### src/rtl/ioff_chain_pkg.sv
// +----------------------------------------------------------------------+
// | ioff_chain_pkg : shared types and sizing helpers for the IO-flop scan |
// | chain controller.                                    Revision: 1.0    |
// +----------------------------------------------------------------------+
`default_nettype none

package ioff_chain_pkg;

  typedef enum logic [1:0] {
    ST_IDLE  = 2'd0,
    ST_FILL  = 2'd1,
    ST_SHIFT = 2'd2,
    ST_DRAIN = 2'd3
  } state_e;

  function automatic int nwords(input int chain_len, input int word_w);
    return (chain_len + word_w - 1) / word_w;
  endfunction

  // Counter width able to index 0..n-1, never narrower than one bit.
  function automatic int cnt_w(input int n);
    return (n <= 1) ? 1 : $clog2(n);
  endfunction

endpackage

`default_nettype wire

### src/rtl/ioff_chain_shreg.sv
// +----------------------------------------------------------------------+
// | ioff_chain_shreg : chain image buffer with word write, serial bit     |
// | select/capture and pad-masked word read.             Revision: 1.0    |
// +----------------------------------------------------------------------+
`default_nettype none

module ioff_chain_shreg
  import ioff_chain_pkg::*;
#(
  parameter int CHAIN_LEN = 32,
  parameter int WORD_W    = 8,
  localparam int NWORDS   = nwords(CHAIN_LEN, WORD_W),
  localparam int BIT_W    = cnt_w(CHAIN_LEN),
  localparam int WRD_W    = cnt_w(NWORDS)
) (
  input  logic              clk,
  input  logic              rst,
  input  logic              i_wr_en,
  input  logic [WRD_W-1:0]  i_wr_idx,
  input  logic [WORD_W-1:0] i_wr_data,
  input  logic              i_cap_en,
  input  logic [BIT_W-1:0]  i_cap_idx,
  input  logic              i_cap_bit,
  input  logic [BIT_W-1:0]  i_sel_idx,
  output logic              o_sel_bit,
  input  logic [WRD_W-1:0]  i_rd_idx,
  output logic [WORD_W-1:0] o_rd_data
);

  logic [CHAIN_LEN-1:0] r_buf;
  logic [CHAIN_LEN-1:0] w_buf_nxt;

  // The selected bit looks at the post-edge buffer so a word written on the
  // same edge that enters SHIFT is already visible to the first SI bit.
  always_comb begin
    w_buf_nxt = r_buf;
    for (int b = 0; b < CHAIN_LEN; b++) begin
      if (i_wr_en && ((b / WORD_W) == int'(i_wr_idx))) begin
        w_buf_nxt[b] = i_wr_data[b % WORD_W];
      end
    end
    if (i_cap_en) begin
      w_buf_nxt[i_cap_idx] = i_cap_bit;
    end
    o_sel_bit = w_buf_nxt[i_sel_idx];
  end

  always_comb begin
    o_rd_data = '0;
    for (int j = 0; j < WORD_W; j++) begin
      if ((int'(i_rd_idx) * WORD_W + j) < CHAIN_LEN) begin
        o_rd_data[j] = r_buf[int'(i_rd_idx) * WORD_W + j];
      end
    end
  end

  always_ff @(posedge clk) begin
    if (rst) begin
      r_buf <= '0;
    end else begin
      r_buf <= w_buf_nxt;
    end
  end

endmodule

`default_nettype wire

### src/rtl/ioff_chain_ctrl.sv
// +----------------------------------------------------------------------+
// | ioff_chain_ctrl : loads/reads back the IO-flop scan chain through a   |
// | buffered valid/ready word interface.                 Revision: 1.0    |
// +----------------------------------------------------------------------+
`default_nettype none

module ioff_chain_ctrl
  import ioff_chain_pkg::*;
#(
  parameter int CHAIN_LEN = 32,
  parameter int WORD_W    = 8
) (
  input  logic              CK,
  input  logic              global_reset,
  input  logic              op_start,
  input  logic              op_write,
  input  logic              cfg_valid,
  output logic              cfg_ready,
  input  logic [WORD_W-1:0] cfg_data,
  output logic              rb_valid,
  input  logic              rb_ready,
  output logic [WORD_W-1:0] rb_data,
  output logic              busy,
  output logic              done,
  output logic              chain_se,
  output logic              chain_si,
  input  logic              chain_so,
  output logic              chain_mode_sel
);

  localparam int NWORDS = nwords(CHAIN_LEN, WORD_W);
  localparam int BIT_W  = cnt_w(CHAIN_LEN);
  localparam int WRD_W  = cnt_w(NWORDS);

  state_e            r_state;
  state_e            w_state_nxt;
  logic              r_write;
  logic [BIT_W-1:0]  r_bit;
  logic [BIT_W-1:0]  w_bit_nxt;
  logic [WRD_W-1:0]  r_word;
  logic              r_img_valid;
  logic              w_img_nxt;
  logic              r_se;
  logic              r_si;
  logic              r_mode;
  logic              r_done;
  logic              w_cfg_hs;
  logic              w_rb_hs;
  logic              w_last_word;
  logic              w_last_bit;
  logic              w_sel_bit;

  assign w_cfg_hs    = (r_state == ST_FILL) && cfg_valid;
  assign w_rb_hs     = (r_state == ST_DRAIN) && rb_ready;
  assign w_last_word = (r_word == WRD_W'(NWORDS - 1));
  assign w_last_bit  = (r_bit == BIT_W'(CHAIN_LEN - 1));

  always_comb begin
    w_state_nxt = r_state;
    case (r_state)
      ST_IDLE:  if (op_start) w_state_nxt = op_write ? ST_FILL : ST_SHIFT;
      ST_FILL:  if (w_cfg_hs && w_last_word) w_state_nxt = ST_SHIFT;
      ST_SHIFT: if (w_last_bit) w_state_nxt = ST_DRAIN;
      ST_DRAIN: if (w_rb_hs && w_last_word) w_state_nxt = ST_IDLE;
      default:  w_state_nxt = ST_IDLE;
    endcase
  end

  always_comb begin
    w_bit_nxt = r_bit;
    if (r_state == ST_SHIFT) begin
      w_bit_nxt = w_last_bit ? '0 : r_bit + BIT_W'(1);
    end
  end

  assign w_img_nxt = r_img_valid | ((r_state == ST_SHIFT) && w_last_bit && r_write);

  always_ff @(posedge CK) begin
    if (global_reset) begin
      r_state     <= ST_IDLE;
      r_write     <= 1'b0;
      r_bit       <= '0;
      r_word      <= '0;
      r_img_valid <= 1'b0;
      r_se        <= 1'b0;
      r_si        <= 1'b0;
      r_mode      <= 1'b0;
      r_done      <= 1'b0;
    end else begin
      r_state     <= w_state_nxt;
      r_bit       <= w_bit_nxt;
      r_img_valid <= w_img_nxt;
      if ((r_state == ST_IDLE) && op_start) begin
        r_write <= op_write;
      end
      if (w_cfg_hs || w_rb_hs) begin
        r_word <= w_last_word ? '0 : r_word + WRD_W'(1);
      end
      // SE must stay high for every shift cycle; MODE_SEL is released meanwhile.
      r_se   <= (w_state_nxt == ST_SHIFT);
      r_si   <= (w_state_nxt == ST_SHIFT) ? w_sel_bit : 1'b0;
      r_mode <= (w_state_nxt == ST_SHIFT) ? 1'b0 : w_img_nxt;
      r_done <= (r_state == ST_DRAIN) && (w_state_nxt == ST_IDLE);
    end
  end

  ioff_chain_shreg #(
    .CHAIN_LEN (CHAIN_LEN),
    .WORD_W    (WORD_W)
  ) u_shreg (
    .clk       (CK),
    .rst       (global_reset),
    .i_wr_en   (w_cfg_hs),
    .i_wr_idx  (r_word),
    .i_wr_data (cfg_data),
    .i_cap_en  (r_state == ST_SHIFT),
    .i_cap_idx (r_bit),
    .i_cap_bit (chain_so),
    .i_sel_idx (w_bit_nxt),
    .o_sel_bit (w_sel_bit),
    .i_rd_idx  (r_word),
    .o_rd_data (rb_data)
  );

  assign cfg_ready      = (r_state == ST_FILL);
  assign rb_valid       = (r_state == ST_DRAIN);
  assign busy           = (r_state != ST_IDLE);
  assign done           = r_done;
  assign chain_se       = r_se;
  // Readback recirculates SO straight back into SI so the chain is restored.
  assign chain_si       = ((r_state == ST_SHIFT) && !r_write) ? chain_so : r_si;
  assign chain_mode_sel = r_mode;

endmodule

`default_nettype wire

### config.mk
export PLATFORM = sky130hd
export DESIGN_NAME = ioff_chain_ctrl
export DESIGN_NICKNAME = d
export VERILOG_FILES = /design/src/rtl/ioff_chain_pkg.sv /design/src/rtl/ioff_chain_shreg.sv /design/src/rtl/ioff_chain_ctrl.sv
export SDC_FILE = /design/constraint.sdc
export NUM_CORES = 1
export LEC_CHECK = 0
export ABC_CLOCK_PERIOD_IN_PS = 8200
export BUFFER_PORTS_ARGS = -buffer_cell sky130_fd_sc_hd__clkbuf_2
export CORE_MARGIN = 3
export CORE_UTILIZATION = 25
export CTS_CLUSTER_DIAMETER = 150
export DETAILED_ROUTE_END_ITERATION = 10
export GPL_ROUTABILITY_DRIVEN = 0
export MAX_ROUTING_LAYER = met4
export SETUP_SLACK_MARGIN = 0.5
export SYNTH_ARGS = -nofsm -noshare
export SYNTH_HDL_FRONTEND = slang
export SYNTH_HIERARCHICAL = 1
export SYNTH_SLANG_ARGS = --single-unit
### constraint.sdc
create_clock -name CK -period 8.2 [get_ports CK]
set_input_delay 1.64 -clock CK [delete_from_list [all_inputs] [get_ports CK]]
set_output_delay 1.64 -clock CK [all_outputs]
set_load 0.03 [all_outputs]
## Word level (Yosys, flattened, before mapping)

Index checks and enable logic that the tools add are counted.

- Bits in writable memories: 0
- Output and inout port bits: 15
- Flip-flop bits (word level): 47
- Latch bits: 0
- Logic and storage cells: 150
- Memories kept: 0
- Bits of input ports: 15
- ROM bits: 0

- Shifts and indexed selects: 0
- $lt $le $gt $ge: 19
- Add/subtract/negate cells: 9
- Equal/unequal tests: 9
- Divide/modulo/power cells: 0
- Reduce and logical (&&, ||, !) cells: 22
- Multiply operators: 0
- Bitwise gates (word level): 2
- Muxes and demuxes: 79

Operators by type and width:

| kind | count |
|---|---|
| $lt A32 B7 Y1 const B | 14 |
| $mux W1 | 58 |
| $bmux W1 S5 | 8 |
| $bwmux W32 | 1 |
| $mux W32 | 1 |
| $add A5 B3 Y6 const B | 4 |
| $lt A5 B6 Y1 const B | 4 |
| $logic_and A1 B1 Y1 | 14 |
| $add A5 B2 Y6 const B | 2 |
| $mux W2 | 6 |
| $mux W5 | 2 |
| $eq A2 B2 Y1 const B | 4 |
| $pmux W2 S4 | 1 |
| $add A5 B1 Y6 const B | 1 |
| $logic_not A2 Y1 | 3 |
| $add A5 B1 Y5 const B | 1 |
| $demux W1 S5 | 1 |
| $eq A5 B5 Y1 const B | 1 |
| $ge A5 B1 Y1 const B | 1 |
| $eq A2 B2 Y1 const A | 2 |
| $reduce_or A2 Y1 | 2 |
| $add A2 B1 Y2 const B | 1 |
| $bmux W1 S2 | 1 |
| $eq A1 B2 Y1 const A | 1 |
| other kinds (6) | 6 |

## Longest topological paths before layout

- Depth after elaboration: 8
- Gate-level depth with buffers: 14
- Mapped depth without buffers: 14

## Hierarchy

Netlist, hierarchy kept.

Modules (own cells, without submodules):

| module | seq. area each (sq um) | cells each | times used | area each (sq um) |
|---|---|---|---|---|
| ioff_chain_shreg | 640.6 | 272 | 1 | 2324.7 |
| ioff_chain_ctrl | 300.3 | 79 | 1 | 724.4 |

## Worst setup path after synthesis

Ideal clock, no wire load.

- Path type: input to output
- Start: input port chain_so
- End: output port chain_si
- Setup slack: 4588 ps
- Data arrival time: 1972 ps
- Stages: 1
- Data required time: 6560 ps
- Path buffers: 0
- Path through: mux2_2

- Word-level cells in the longest chain between the ends: 1

Ends and longest elaborated chain:

| what | line | text |
|---|---|---|
| from (decl) | ioff_chain_ctrl.sv:27 | `input logic chain_so,` |
| $mux W1 | ioff_chain_ctrl.sv:131 | `assign chain_si = ((r_state == ST_SHIFT) && !r_write) ? chain_so : r_si;` |
| to (decl) | ioff_chain_ctrl.sv:26 | `output logic chain_si,` |

No other way between the ends.

## Worst setup path in the final report

Ends and elaborated chain as after synthesis.

==> flow_summary.toml <==
[synth]
synthArstFlopShare = 0
synth_edf_count = 0
ys_seq_area_frac = 0.3086
ys_seq_elements = 47
avgSynthCellArea_um2 = 8.687
syn_nets = 369
synth_common_cells = "nor2_1 (55), dfxtp_1 (47), mux2i_1 (38)"
synth_cell_type_count = 55
synth_top_area_share = 0.3086
postSynthCellCount = 351
synth_area_leader_cell = "dfxtp_1"
yosysWarnings = 6
synthTopCellsByArea = "dfxtp_1 (31%), mux2i_1 (12%), nor2_1 (6.8%)"
yosysMostFrequentCell = "nor2_1"
synthFlopType = "dfxtp_1"
synthesis.area_um2 = 3049

[die]
die_w_um = 116.4
rows = 39
coreArea_um2 = 11660
die_h_um = 116.4
pin_count = 30
die_area_um2 = 13560
start_util = 0.2615

[global_route]
grt_max_degree = 43
grt_pass1_vias = 2637
antenna_found_initial = 0
overflow = 0
grt_pass1_wl_um = 13720
grtUsageTotal = 0.1323

[drt]
routed_wl_um = 8550
drcViolationCount = 0
ant_nets = 0
vias = 2709
wl_per_cell_um = 16.83
via_per_inst = 5.333
drt_first_pass_iters = 4
drt_iter0_markers = 205

[clocking]
cts-root-buf = "clkbuf_16"
cts_resized = 0
holdBufCountCts = 0
clk_path_buf_depth = 2
clk_latency_ns = 0.29
cts.sinks = 47
cts_setup_buffers = 0
numCtsBuffers = 5
htree_levels = 2
path_clk_slew_ns = 0.06
cts_tree = "yes"

[power]
p_leak_nw = 1.450
power_density_nw_per_um2 = 168.4
ir_drop_mv = 0.09296

[status]
outcome = "complete, no violations"

[placed_design]
dp.cells = 500
place_hpwl_um = 6107
port_buffers = 29

[setup_path]
end_kind = "primary output"
reg2regPathDepth = 9
path_max_fanout = 32
reg2reg_to = "r_si$_SDFF_PP0_"
rr_startpoint = "r_word[0]$_SDFFE_PP0P_"
cp-start-kind = "input port"
reg2reg_slack_ns = 4.78
critPathKind = "input port to primary output"
crit_arrival_ns = 2.63
cp.required_ns = 6.56
startpoint = "chain_so"

[hold_path]
hp-start = "r_img_valid$_SDFF_PP0_"
worstHoldPathType = "flop to flop"
min_to = "r_img_valid$_SDFF_PP0_"
whs_path_depth = 2

[final_layout]
antenna_cells = 0
fin_cells = 508
layout-drive-gt1-share = 0.1699
final_net_count = 382
syn2layout_area_growth_pct = 13.25

[timing]
hold_viol = 0
tightest_slew_ns = 1.081
slew_headroom = 0.2796
drv_slew = 0
finalCritPeriodShare = 0.5212
tns_ns = 0
setup_viol = 0
rsz0062_at_grt = "no"
min_period_ns = 4.274
timing.fmax_ghz = 0.2340
fin_skew_ns = 0.004614

[flow_run]
cap_violations = 0
-- report_power, final --
group | internal, mW | total (mW) | switching (mW)
Sequential | 0.233 | 0.241 | 0.00798
Clock | 0.175 | 0.262 | 0.0875
Combinational | 0.0298 | 0.0779 | 0.0481
-- stage by stage --
stage / hold WS (ns) / power, mW / setup WS [ns] / instance area (um^2) / util
floorplan: 0.4238 / 0.3021 / 4.588 / 3049 / -
global placement: 0.4495 / 0.3229 / 3.903 / 3264 / 0.2799
detailed placement: 0.4564 / 0.3239 / 3.907 / 3264 / 0.2799
CTS: 0.4719 / 0.5863 / 3.914 / 3453 / 0.2961
global route: 0.5015 / 0.6037 / 3.846 / 3453 / 0.2961
finish: 0.4727 / 0.5815 / 3.926 / 3453 / 0.2961
-- cell usage in the layout, fill, tap and decap left out, drive strengths merged, types with 3 or more instances in the layout --
master and count:
nand3 5, or2 5, a31oi 7, nand2 10
nor3 13, or3 5, nand3b 10, nor2b 7
a221oi 3, nand2b 4, a211oi 13, mux2i 38
mux4 8, and3 3, dfxtp 47, inv 6
o311ai 3, a21oi 12, a311oi 3, o31ai 3
or3b 5, and2 8, clkbuf 35, o21ai 18
and3b 4, mux2 8, nor3b 3, ha 3
nor2 56
-- kinds of logic (layout without fill, tap and decap cells) --
group,Yosys count,in the layout,synth area share
AO/OA/AOI/OAI,71,71,0.1613
adder cells (fa/ha/maj),3,3,0.01231
buffers and inverters,29,43,0.04308
multiplexers,54,54,0.2134
AND/OR/NAND/NOR,147,147,0.2614
flip-flops,47,47,0.3086
-- per-layer routing --
layer	wire length, um	track usage	vias up
met5	0	-	-
met4	142	0.04022	0
met3	530	0.02902	10
met2	3993	0.2113	65
met1	3883	0.1675	1311
li1	-	-	1323
-- cell type report --
cell class	count	area, um^2
clock buffers	6	128.9
clock inverters	2	60.06
fillers	1232	8209
inverters	6	22.52
multi-input cells	275	1977
flip-flops and latches	47	940.9
well taps	143	178.9
repair buffers	29	145.1
-- state kept, by name (all words and copies together) (netlist names) --
name            count
r_write             1
r_si                1
r_word              2
chain_se            1
r_bit               5
u_shreg/r_buf      32
done                1
chain_mode_sel      1
r_img_valid         1
r_state             2
-- worst max-delay path by stage --
| stage | cells past startpoint | slack (ns) | endpoint |
|---|---|---|---|
| after floorplan | 1 | 4.59 | chain_si |
| after global placement | 3 | 3.90 | chain_si |
| after detailed placement | 3 | 3.91 | chain_si |
| after CTS | 3 | 3.91 | chain_si |
| after global routing | 3 | 3.85 | chain_si |
| final | 3 | 3.93 | chain_si |
-- worst max-delay path, cell delays in order --
cell and delay [ns]:
clkbuf_2 0.38, mux2_2 0.43, clkbuf_2 0.18
No activity file was read; power rests on OpenSTA's default activity.
